===== src/rtl/apb_pkg.sv =====
// Shared APB definitions: bridge FSM states, slot geometry and UART register map.
package apb_pkg;

    localparam int unsigned APB_SLOT_BYTES = 4096;
    localparam int unsigned APB_ADDR_W     = 32;
    localparam int unsigned APB_DATA_W     = 32;
    localparam int unsigned APB_PADDR_W    = 12;
    localparam int unsigned APB_SLOT_W     = 4;

    localparam logic [APB_PADDR_W-1:0] UART_DIV   = 12'h000;
    localparam logic [APB_PADDR_W-1:0] UART_FRAME = 12'h004;
    localparam logic [APB_PADDR_W-1:0] UART_TX    = 12'h008;
    localparam logic [APB_PADDR_W-1:0] UART_RX    = 12'h00C;

    typedef enum logic [1:0] {
        IDLE,
        SETUP,
        ACCESS,
        RESP
    } apb_state_e;

endpackage


===== src/rtl/apb_slot_decode.sv =====
// Combinational byte address -> peripheral slot decode; one 4 KB window per slot above APB_BASE.
module apb_slot_decode
    import apb_pkg::*;
#(
    parameter logic [31:0] APB_BASE   = 32'h1000_0000,
    parameter int unsigned NUM_SLAVES = 4
) (
    input  logic [APB_ADDR_W-1:0] addr,
    output logic                  hit_c,
    output logic [APB_SLOT_W-1:0] slot_c
);

    logic [APB_ADDR_W-1:0] off;
    logic                  unused_c;

    // Offset wraps mod 2^32, so addresses below the base are excluded explicitly.
    assign off      = addr - APB_BASE;
    assign hit_c    = (addr >= APB_BASE) && (off[31:12] < 20'(NUM_SLAVES));
    assign slot_c   = off[15:12];
    assign unused_c = ^off[11:0];

endmodule


===== src/rtl/core_apb3_bridge.sv =====
// Core load/store request bus to APB3 master bridge: one APB access per request,
// with slot decode, timeout and a held response.
module core_apb3_bridge
    import apb_pkg::*;
#(
    parameter logic [31:0] APB_BASE   = 32'h1000_0000,
    parameter int unsigned NUM_SLAVES = 4,
    parameter int unsigned TIMEOUT    = 255
) (
    input  logic                         pclk,
    input  logic                         presetn,
    input  logic                         req_valid,
    output logic                         req_ready,
    input  logic [APB_ADDR_W-1:0]        req_addr,
    input  logic                         req_we,
    input  logic [APB_DATA_W-1:0]        req_wdata,
    output logic                         rsp_valid,
    input  logic                         rsp_ready,
    output logic [APB_DATA_W-1:0]        rsp_rdata,
    output logic                         rsp_err,
    output logic [NUM_SLAVES-1:0]        psel,
    output logic                         penable,
    output logic                         pwrite,
    output logic [APB_PADDR_W-1:0]       paddr,
    output logic [APB_DATA_W-1:0]        pwdata,
    input  logic [32*NUM_SLAVES-1:0]     prdata_v,
    input  logic [NUM_SLAVES-1:0]        pready_v,
    input  logic [NUM_SLAVES-1:0]        pslverr_v
);

    localparam int unsigned CNT_W = (TIMEOUT > 0) ? $clog2(TIMEOUT + 1) : 1;

    apb_state_e            state;
    logic [APB_SLOT_W-1:0] slot_q;
    logic [CNT_W-1:0]      cnt_q;

    logic                  dec_hit_c;
    logic [APB_SLOT_W-1:0] dec_slot_c;
    logic [NUM_SLAVES-1:0] dec_onehot_c;
    logic                  sel_ready_c;
    logic                  sel_err_c;
    logic [APB_DATA_W-1:0] sel_rdata_c;
    logic                  timeout_c;

    apb_slot_decode #(
        .APB_BASE   (APB_BASE),
        .NUM_SLAVES (NUM_SLAVES)
    ) u_decode (
        .addr   (req_addr),
        .hit_c  (dec_hit_c),
        .slot_c (dec_slot_c)
    );

    // Return-path mux keyed by the latched slot; one-hot select for the incoming request.
    always_comb begin
        sel_ready_c  = 1'b0;
        sel_err_c    = 1'b0;
        sel_rdata_c  = '0;
        dec_onehot_c = '0;
        for (int unsigned n = 0; n < NUM_SLAVES; n++) begin
            if (slot_q == APB_SLOT_W'(n)) begin
                sel_ready_c = pready_v[n];
                sel_err_c   = pslverr_v[n];
                sel_rdata_c = prdata_v[32*n +: 32];
            end
            dec_onehot_c[n] = (dec_slot_c == APB_SLOT_W'(n));
        end
    end

    assign timeout_c = (TIMEOUT != 0) && (cnt_q == CNT_W'(TIMEOUT - 1));

    always_ff @(posedge pclk) begin
        if (!presetn) begin
            state     <= IDLE;
            req_ready <= 1'b1;
            slot_q    <= '0;
            cnt_q     <= '0;
            psel      <= '0;
            penable   <= 1'b0;
            pwrite    <= 1'b0;
            paddr     <= '0;
            pwdata    <= '0;
            rsp_valid <= 1'b0;
            rsp_rdata <= '0;
            rsp_err   <= 1'b0;
        end else begin
            case (state)
                IDLE: begin
                    if (req_valid) begin
                        req_ready <= 1'b0;
                        if (dec_hit_c) begin
                            state  <= SETUP;
                            slot_q <= dec_slot_c;
                            psel   <= dec_onehot_c;
                            pwrite <= req_we;
                            paddr  <= {req_addr[11:2], 2'b00};
                            pwdata <= req_wdata;
                        end else begin
                            state     <= RESP;
                            rsp_valid <= 1'b1;
                            rsp_rdata <= '0;
                            rsp_err   <= 1'b1;
                        end
                    end
                end
                SETUP: begin
                    state   <= ACCESS;
                    penable <= 1'b1;
                    cnt_q   <= '0;
                end
                ACCESS: begin
                    if (sel_ready_c || timeout_c) begin
                        state     <= RESP;
                        psel      <= '0;
                        penable   <= 1'b0;
                        rsp_valid <= 1'b1;
                    end
                    if (sel_ready_c) begin
                        rsp_rdata <= (pwrite || sel_err_c) ? '0 : sel_rdata_c;
                        rsp_err   <= sel_err_c;
                    end else if (timeout_c) begin
                        rsp_rdata <= '0;
                        rsp_err   <= 1'b1;
                    end else if (cnt_q != '1) begin
                        cnt_q <= cnt_q + CNT_W'(1);
                    end
                end
                RESP: begin
                    if (rsp_ready) begin
                        state     <= IDLE;
                        req_ready <= 1'b1;
                        rsp_valid <= 1'b0;
                    end
                end
                default: begin
                    state     <= IDLE;
                    req_ready <= 1'b1;
                end
            endcase
        end
    end

endmodule


===== config.mk =====
export PLATFORM = sky130hd
export DESIGN_NAME = core_apb3_bridge
export DESIGN_NICKNAME = d
export VERILOG_FILES = /design/src/rtl/apb_pkg.sv /design/src/rtl/apb_slot_decode.sv /design/src/rtl/core_apb3_bridge.sv
export SDC_FILE = /design/constraint.sdc
export NUM_CORES = 1
export LEC_CHECK = 0
export CAP_MARGIN = 20
export CORE_UTILIZATION = 30
export DETAILED_ROUTE_END_ITERATION = 6
export GPL_ROUTABILITY_DRIVEN = 1
export PLACE_DENSITY = 0.72
export SYNTH_ARGS = -nofsm -noshare
export SYNTH_HDL_FRONTEND = slang
export SYNTH_SLANG_ARGS = --single-unit

===== constraint.sdc =====
create_clock -name pclk -period 4.4 [get_ports pclk]
set_input_delay 0.66 -clock pclk [delete_from_list [all_inputs] [get_ports pclk]]
set_output_delay 0.66 -clock pclk [all_outputs]
set_load 0.1 [all_outputs]

==> implementation parameters <==
Parameter                              Value

Outcome
  Run status    finished, final reports clean

Power
  Maximum vdd ir drop    0.1892 mV
  Final total power    2.576 mW
  Static leakage    2.806 nW
  Power density relative to cell area    314.0 nW/um2

STA
  Fin crit period    3.088 ns
  Worst path setup slack after routing    1.312 ns
  Max-slew violation count    0
  Share of the cycle needed by the critical path after routing    0.7018
  Worst Tran Pin Value    1.040 ns
  Clock tree skew after final layout    0.01069 ns
  Number of failing hold endpoints at the final stage    0
  Final setup viols    0
  Summed negative setup slack over all endpoints    0 ns
  Peak clock frequency supported by timing    0.3238 GHz
  RSZ-0062 raised after global routing    no
  Slew Limit Headroom    0.3045
  Worst hold margin    0.4420 ns

Placement
  HPWL after DPL    12850 um
  Routability cong.    0.7853
  Pre-CTS worst setup slack    0.8517 ns
  Placed inst area    7905 um2
  Placed cells    1015
  Number of input and output port buffers inserted    285

Setup path
  Largest incremental delay on the critical path    0.94 ns
  Kind of end point of the critical path    flip-flop
  CP bufs+invs    1
  Arr. time, crit path    3.33 ns
  Chain of cells forming the critical path    clkdlybuf4s50_1 > nor4_1 > nand4b_1 > or3_2 > and3_1
  Largest delay contributor family on the critical path    simple AND/OR/NAND/NOR gates
  Crit start category    primary input
  Reg2reg path depth    8
  Number of stages on the worst setup path    5
  Critical path's slowest cell    sky130_fd_sc_hd__or3_2
  Required time worst endpoint    4.64 ns
  Critical setup path kind    in -> reg
  Crit-path max FO    47

Clock network
  Clock slew at the register clock pins of the worst setup and hold paths    0.07 ns
  Clock root buffer    sky130_fd_sc_hd__clkbuf_16
  Post CTS Setup Buffer Count    0
  Resized Gates After CTS    0
  Clock tree from TritonCTS    done
  Clock Path Buffers    2
  Clock latency at the later pin of the worst-skew pair    0.35 ns
  TritonCTS sink count    97
  Number of buffers inserted during clock tree synthesis    9
  Post-CTS Hold Fix Bufs    0
  Number of H-tree branching levels    3

Finish
  Total Nets Final    1022
  Count of antenna diodes in the layout    0
  Post-route standard cell area excluding fillers    8203 um2
  Finished Layout Cells    1031
  Layout cell share with drive strength beyond 1    0.1153
  Utilization after layout    0.5090
  Layout-stage area growth over the synthesis result    63.04%

Routing
  DR iter-0 viols    197
  Vias per cell    4.968
  Drt first pass iters    5
  Drt wl/cell    17.01 um
  Antenna Nets Post-Route    0
  Final routed DRC violation total    0
  Total Routed Length    17530 um
  Routed vias    5122

Synthesis
  Distinct cell type count of the synthesized netlist    59
  Simple-gate portion of the synthesized area    0.1823
  Biggest area contributors in the synthesized netlist    sky130_fd_sc_hd__dfxtp_1, sky130_fd_sc_hd__mux2_2, sky130_fd_sc_hd__nand2_1
  Multiplexer fraction of the synthesized cell area    0.1524
  Share of synthesized cell area in full adder, half adder and majority cells    0.01741
  Combined area of all synthesized cells    5031 um2
  Ranking of synthesized cells by instance count    sky130_fd_sc_hd__nand2_1, sky130_fd_sc_hd__dfxtp_1, sky130_fd_sc_hd__a21oi_1, sky130_fd_sc_hd__mux2_2, sky130_fd_sc_hd__o22ai_1
  Area share of the largest cell type after synthesis    0.3860
  Xor and xnor fraction of the mapped netlist area    0.01045
  Post-Synthesis Cells    555
  Share of synthesized area occupied by flip-flops and latches    0.3860
  Number of synthesized flops with an enable pin    0
  Share of the synthesized area in compound gates (AO/OA/AOI/OAI)    0.1781
  Async set-reset flop share out of synthesis    0
  Leading area contributor after synthesis    sky130_fd_sc_hd__dfxtp_1
  Dominant combinational cell family by area after synthesis    simple AND/OR/NAND/NOR gates
  Count of state elements after synthesis    97
  Leading cell type by number of instances after synthesis    sky130_fd_sc_hd__nand2_1
  Post-Synthesis Mean Instance Area    9.065 um2
  Warnings from Yosys    0
  Prevailing post-synth register cell    sky130_fd_sc_hd__dfxtp_1

Global route
  Total gr overflow    0
  Antenna violations before repair    0
  Via count of the first global-routing pass    4995
  All-layer global routing usage    0.1984
  Global-route wire length before repair    27050 um
  Largest net degree at the start of global routing    63

Job
  Number of violations of the max-capacitance limit    0

Min path
  Number of stages on the worst hold path    2
  Path type of the worst min-delay path    reg -> reg

Floorplan
  Die height    131.5 um
  Number of placement rows    46
  Core box area    16120 um2
  Full die area    17290 um2
  Initial standard-cell utilization of the core    0.3122
  Floorplan die width    131.5 um
  Io pins    290
-- worst register-to-register path, delay by kind of cell, from the launching register on --
family | cells | cell delay, ns
muxes | 2 | 0.69
AOI/OAI and AO/OA | 1 | 0.36
and+or+nand+nor | 2 | 0.28
DFF | 1 | 0.34
buffers and inverters | 3 | 1.08
-- layer usage --
layer | global-route usage | up-vias | share of wire
met4 | 0.04780 | 0 | 0.0093
met2 | 0.3427 | 226 | 0.49
met1 | 0.2351 | 2359 | 0.41
met3 | 0.06559 | 10 | 0.092
li1 | - | 2527 | -
met5 | 0 | - | 0
-- cell type report --
cell class / count / area, um2
inverters: 7 / 26.28
multi-input cells: 401 / 2749
well taps: 216 / 270.3
repair buffers: 294 / 2915
clock inverters: 5 / 45.04
fillers: 1513 / 7913
clock buffers: 11 / 252.7
flip-flops and latches: 97 / 1944
-- sequential cells by signal, indices dropped and copies added (netlist names), 2 cells and up --
register	flops
slot_q	4
pwdata	32
psel	4
rsp_rdata	32
cnt_q	8
state	2
paddr	10
-- power breakdown --
part | total [mW] | switching (mW) | internal [mW]
sequential | 0.937 | 0.0247 | 0.912
clock | 0.794 | 0.369 | 0.424
combinational | 0.846 | 0.507 | 0.338
-- logic make-up (layout without fill, tap and decap cells) --
family	after synthesis	count (layout)
AO/OA/AOI/OAI	133	133
XOR/XNOR	6	6
adder cells (fa/ha/maj)	7	7
buffers and inverters	58	317
flip-flops	97	97
multiplexers	66	66
other	1	2
AND/OR/NAND/NOR	187	187
-- cell usage in the layout (no fill, tap or decap), drive strengths merged, types with 2 or more instances in the layout --
cell             n
buf             10
nand3b           2
a21oi           50
clkdlybuf4s50  284
o21bai           2
o22ai           32
dfxtp           97
nor3             2
nor2b            5
mux2            52
xnor2            6
or3b             2
nor4b            3
nor4            32
nand2          112
or2              2
nor2            12
inv              9
and4             2
a211o            5
nand3            4
a211oi           5
clkbuf          11
and3             3
a31o            27
o311a            2
mux2i           11
o31ai            2
conb             2
o21ai            3
mux4             3
clkinv           2
ha               7
-- final timing paths --
kind | from | endpoint | slack [ns]
worst max-delay path | req_addr[14] | slot_q[2]$_SDFFE_PN0P_ | 1.31
worst min-delay path | rsp_err$_SDFFE_PN0P_ | rsp_err$_SDFFE_PN0P_ | 0.44
worst max register to register | slot_q[1]$_SDFFE_PN0P_ | rsp_rdata[13]$_SDFFE_PN0P_ | 1.60
worst min register to register | rsp_err$_SDFFE_PN0P_ | rsp_err$_SDFFE_PN0P_ | 0.44
(Power assumes the default switching activity.)
==> RTL edit 1: new RTL, config.mk and constraints unchanged <==
Set the parameter `TIMEOUT` to 510 (it was 255).
--- a/src/rtl/core_apb3_bridge.sv
+++ b/src/rtl/core_apb3_bridge.sv
@@ -7,3 +7,3 @@
     parameter int unsigned NUM_SLAVES = 4,
-    parameter int unsigned TIMEOUT    = 255
+    parameter int unsigned TIMEOUT    = 510
 ) (
Function: no difference found for any inputs over 4 cycles, from zero or initial values and one cycle with presetn low; that may be too few to reach the edited logic, so the function may still have changed.
==> RTL edit 1 against the unedited design <==
  * Critical endpoint is now rsp_rdata[19]$_SDFFE_PN0P_
  * Worst hold slack better by 0.0060 ns
  * Final area is 2.6% higher
  * Combinational power is 3.2% higher
  * Power is 3.4% higher
  * Area after synthesis is 0.55% higher
  * Sequential cell count is 1 higher
  * Utilization hardly changed
  * Non-clock buffer count is 2 higher
  * Worst setup slack worse by 0.042 ns
  * Count of clock-buffer cells in the layout is 2 lower
  * Sequential share of layout area is 0.35 points lower
  * Wire length is 0.48% lower
  * Die area is 0.54% higher
  * Clock power is 6.4% higher
==> RTL edit 1: results (changes against the unedited design) <==
The leakage power figure came out at 0.00287 µW (+2.1%). The combined global-route utilization of all metal layers is 0.203 (+0.00433). Among all stages on the critical path, the largest delay is contributed by sky130_fd_sc_hd__or2_1. The number of violations reported at the end of detailed-routing iteration 0 came out at 209 (+6.1%). The layout cell share with drive strength beyond 1 came out at 0.115 (about the same).

The yosys synthesis warning count was 0 (unchanged). The buffer depth of the longest clock path came out at 2 (unchanged). The flip-flop and latch count is 98 (+1.0%). The multi-input combinational area share is 0.342 (+0.00739). The worst-case headroom to the max-slew limit was 0.281 (-0.0231). Ranked by instance count, the synthesized netlist is headed by 99 x sky130_fd_sc_hd__nand2_1, 98 x sky130_fd_sc_hd__dfxtp_1, 60 x sky130_fd_sc_hd__mux2_2. The share of the synthesized area in compound gates (AO/OA/AOI/OAI) came out at 0.199 (+0.0213). The total overflow reported by the global router came to 0 (unchanged).

The worst hold path belongs to the class flop to flop. The count of non-filler cells in the finished layout was 1044 (+1.3%). The fraction of the yosys area taken by sequential cells came out at 0.388 (+0.00186). The wire length of the first global-routing pass is 27800 µm (+2.8%). The pre-CTS setup slack is 1.18 ns (+0.330 ns).

The non-clock buffer total of the final layout came out at 296 (+0.68%). The multiplexer share of the synthesized area came to 0.155 (+0.00288). The clock skew after layout is 0.00895 ns (-0.00175 ns). The cell family contributing the most delay on the critical path is buffers and inverters. The data arrival time of the critical path came out at 3.37 ns (+0.04 ns). By area the synthesized netlist is led by sky130_fd_sc_hd__dfxtp_1 39%, sky130_fd_sc_hd__mux2_2 13%, sky130_fd_sc_hd__nand2_1 7.3%. The number of library cell types mapped by synthesis is 41 (-31%). The average instance area after synthesis came out at 9.00 µm² (-0.71%).

The largest stage delay on the critical path came out at 0.46 ns (-0.48 ns). The estimated wirelength of the detail-placed design came out at 12600 µm (-2.0%). The number of buffers inserted to repair setup after CTS came out at 0 (unchanged). The area share of fa/ha/maj cells after synthesis is 0.0198 (+0.00238).

The source-to-sink clock delay at the later pin of the worst-skew pair came to 0.35 ns (about the same). The initial antenna violation count was 0 (unchanged). The total placed instance area came out at 8090 µm² (+2.4%). The count of input and output buffers is 285 (unchanged).

The average wire length per cell after detail routing is 16.7 µm (-1.7%). The clock-cell share of area is 0.0385 (+0.00220). The xor and xnor area share after synthesis came out at 0.0104 (-0.0000568).

The net count reported at finish is 1032 (+0.98%). The number of vias after detailed routing is 5165 (+0.84%). The maximum number of pins on one net before global-route repair is 91 (+44%).

The filler cell count was 1597 (+5.6%). The diode insertion count for antenna repair is 0 (unchanged). The non-clock buffer share of cell area is 0.350 (-0.00576). The run finished with clean final reports. The number of multi-input combinational cells came out at 407 (+1.5%). The total non-filler cell area in the finished layout came out at 8420 µm² (+2.6%). The last weighted congestion value of the routability-driven placer came to 0.797 (+1.5%). The worst voltage drop across the vdd grid came to 202 µV (+6.8%). The register area is 1970 µm² (+1.1%). The critical-path maximum fanout is 34 (-28%). The number of buffers created by CTS is 9 (unchanged).
[RTL edit 1: cell count changes after synthesis, moves of 5 or more]
cell | unedited run | this run
sky130_fd_sc_hd__a21boi_1 | 0 | 47
sky130_fd_sc_hd__a21oi_1 | 50 | 4
sky130_fd_sc_hd__clkbuf_1 | 25 | 38
sky130_fd_sc_hd__nand2_1 | 112 | 99
sky130_fd_sc_hd__mux2_2 | 50 | 60
sky130_fd_sc_hd__nor4_1 | 30 | 40
sky130_fd_sc_hd__buf_2 | 3 | 10
sky130_fd_sc_hd__nand4_1 | 0 | 7
sky130_fd_sc_hd__a211o_1 | 5 | 0
sky130_fd_sc_hd__a211oi_1 | 5 | 0
sky130_fd_sc_hd__a31o_1 | 27 | 32
sky130_fd_sc_hd__buf_6 | 5 | 0
[RTL edit 1: per-layer routing]
layer | wire (µm) | GRT usage
met1 | 7390 | 0.235
met2 | 8250 | 0.352
met3 | 1530 | 0.0631
met4 | 289 | 0.0678
met5 | 0 | 0
[RTL edit 1: report_power, final]
group	leakage [µW]	total, µW	switching, µW	internal (µW)
Sequential	0.000792	946	25.8	920
Clock	0.000154	845	386	459
Combinational	0.00192	873	520	352
Total	0.00287	2660	932	1730
[RTL edit 1: path summary, 6_finish.rpt]
kind	slack, ns	cells past startpoint	start	to
worst max-delay path	1.27	10	slot_q[1]$_SDFFE_PN0P_	rsp_rdata[19]$_SDFFE_PN0P_
worst min-delay path	0.45	2	pwdata[16]$_SDFFE_PN0P_	pwdata[16]$_SDFFE_PN0P_
worst min register to register	0.45	2	pwdata[16]$_SDFFE_PN0P_	pwdata[16]$_SDFFE_PN0P_
worst max register to register	1.27	10	slot_q[1]$_SDFFE_PN0P_	rsp_rdata[19]$_SDFFE_PN0P_
==> RTL edit 2: new RTL, same settings <==
Without the edit above. Reset style: asynchronous (`presetn`), changed in one clocked block.
--- a/src/rtl/core_apb3_bridge.sv
+++ b/src/rtl/core_apb3_bridge.sv
@@ -71,3 +71,3 @@
 
-    always_ff @(posedge pclk) begin
+    always_ff @(posedge pclk or negedge presetn) begin
         if (!presetn) begin
Function: differs if presetn is asserted again (counterexample within 4 cycles, from zero or initial values and one cycle with presetn low); with presetn held inactive, the same outputs for 4 cycles.
==> RTL edit 2 against the unedited design <==
  * Wire length down 7.5%
  * Area after synthesis rose by 3.3%
  * Final area up 3.7%
  * Sequential cell count stayed put
  * Worst setup slack lost 0.017 ns
  * Maximum frequency is 0.54% lower
  * Critical endpoint is now rsp_rdata[22]$_DFFE_PN0P_
  * Highest routed layer unchanged
Power is not compared: it rests on default switching activity, and its combinational part moved more than twofold at a synthesized area within 25%.
==> RTL edit 2: results (changes against the unedited design) <==
The share of the clock period used by the worst path is 0.706 (+0.00381). The depth of the worst register-to-register path is 6 (-2). The number of non-clock inverters is 38 (+31).

The worst register-to-register path ends at rsp_rdata[22]$_DFFE_PN0P_. The smallest hold slack came out at 0.406 ns (-0.0362 ns). The data arrival time of the critical path is 3.37 ns (+0.04 ns). The run finished with clean final reports. The number of rows in the core area is 47 (+2.2%).

The first-pass iteration count of the detailed router came out at 4 (-1). The number of multi-input combinational cells came out at 258 (-36%). The last weighted congestion value of the routability-driven placer is 0.853 (+8.7%). The clock skew after layout was 0.00917 ns (-0.00152 ns). The slowest stage of the critical path is the sky130_fd_sc_hd__dfrtp_2 cell. The number of library cell types mapped by synthesis is 44 (-25%). The clock-cell share of area came out at 0.0347 (-0.00160). In this design, the largest share of critical-path delay is due to compound AO/OA/AOI/OAI gates.

The startpoint identified for the worst register-to-register timing path is slot_q[1]$_DFFE_PN0P_. The combined global-route utilization of all metal layers was 0.183 (-0.0156). The number of vias after detailed routing came out at 4481 (-13%).

The wire length of the first global-routing pass is 25200 µm (-6.8%). In the synthesized netlist, the cells that appear most often are 96 x sky130_fd_sc_hd__dfrtp_1, 52 x sky130_fd_sc_hd__mux2_2, 44 x sky130_fd_sc_hd__nand2_1. The actual transition at the worst max-transition pin came out at 1.05 ns (+0.0133 ns). The total non-filler cell area in the finished layout is 8510 µm² (+3.7%). The fraction of the yosys area taken by sequential cells is 0.467 (+0.0813). The worst hold path belongs to the class input port to async pin. The largest registers in the layout are pwdata: 32 flops, rsp_rdata: 32 flops, paddr: 10 flops.

The non-clock buffer total of the final layout came out at 289 (-1.7%). The net count reported at finish is 905 (-11%). The tree is rooted in a sky130_fd_sc_hd__clkbuf_16. The number of violations reported at the end of detailed-routing iteration 0 was 161 (-18%). The count of input and output buffers came to 285 (unchanged).

The estimated wirelength of the detail-placed design came out at 12600 µm (-1.7%). Among all flip-flop cells after synthesis, the most frequent one is sky130_fd_sc_hd__dfrtp_1. The aggregate routed wire length is 16200 µm (-7.5%).

The reported net switching power is 1800 µW. The area occupied by multi-input gates came out at 2470 µm² (-10%). The register-to-register setup slack is 1.30 ns (-0.30 ns). The number of clock buffers in the layout was 9 (-2). The type of the worst setup path is flop to flop. The filler cell count came to 1470 (-2.8%). The post-synthesis instance total is 417 (-25%). The proportion of synthesized flip-flops having asynchronous set or reset is 1.00 (+1.00). The layout cell share with drive strength beyond 1 is 0.162 (+0.0466). The share of the final layout cell area in sequential cells is 0.286 (+0.0487). By area the synthesized netlist is led by sky130_fd_sc_hd__dfrtp_1 46%, sky130_fd_sc_hd__mux4_2 14%, sky130_fd_sc_hd__mux2_2 11%. The number of global-route vias before repair came to 4806 (-3.8%). The pre-CTS setup slack is 1.13 ns (+0.276 ns).

The non-clock buffer share of cell area is 0.340 (-0.0155). The cell total after placement is 902 (-11%). The total placed instance area is 8210 µm² (+3.9%).
[RTL edit 2: cell count changes after synthesis, moves of 31 or more]
cell,before,now
sky130_fd_sc_hd__dfrtp_1,0,96
sky130_fd_sc_hd__inv_1,7,38
sky130_fd_sc_hd__nand2_1,112,44
sky130_fd_sc_hd__dfxtp_1,97,0
sky130_fd_sc_hd__mux4_2,2,33
sky130_fd_sc_hd__a21oi_1,50,8
[RTL edit 2: logic make-up (layout without fill, tap and decap cells)]
kind of cell / Yosys count / after routing / synth area share
DFF: 97 / 97 / 0.467
other: 1 / 2 / 0.000722
and+or+nand+nor: 96 / 96 / 0.0896
adders and majority gates: 7 / 7 / 0.0169
buffers and inverters: 63 / 343 / 0.0587
AOI/OAI and AO/OA: 34 / 34 / 0.0457
muxes: 119 / 119 / 0.321
[RTL edit 2: per-layer routing]
layer  vias to the layer above  global-route usage  wire (µm)
li1                       2043                   -          -
met1                      2228               0.211       6260
met2                       192               0.334       8680
met3                        18              0.0415       1070
met4                         0              0.0562        199
met5                         -                   0          0
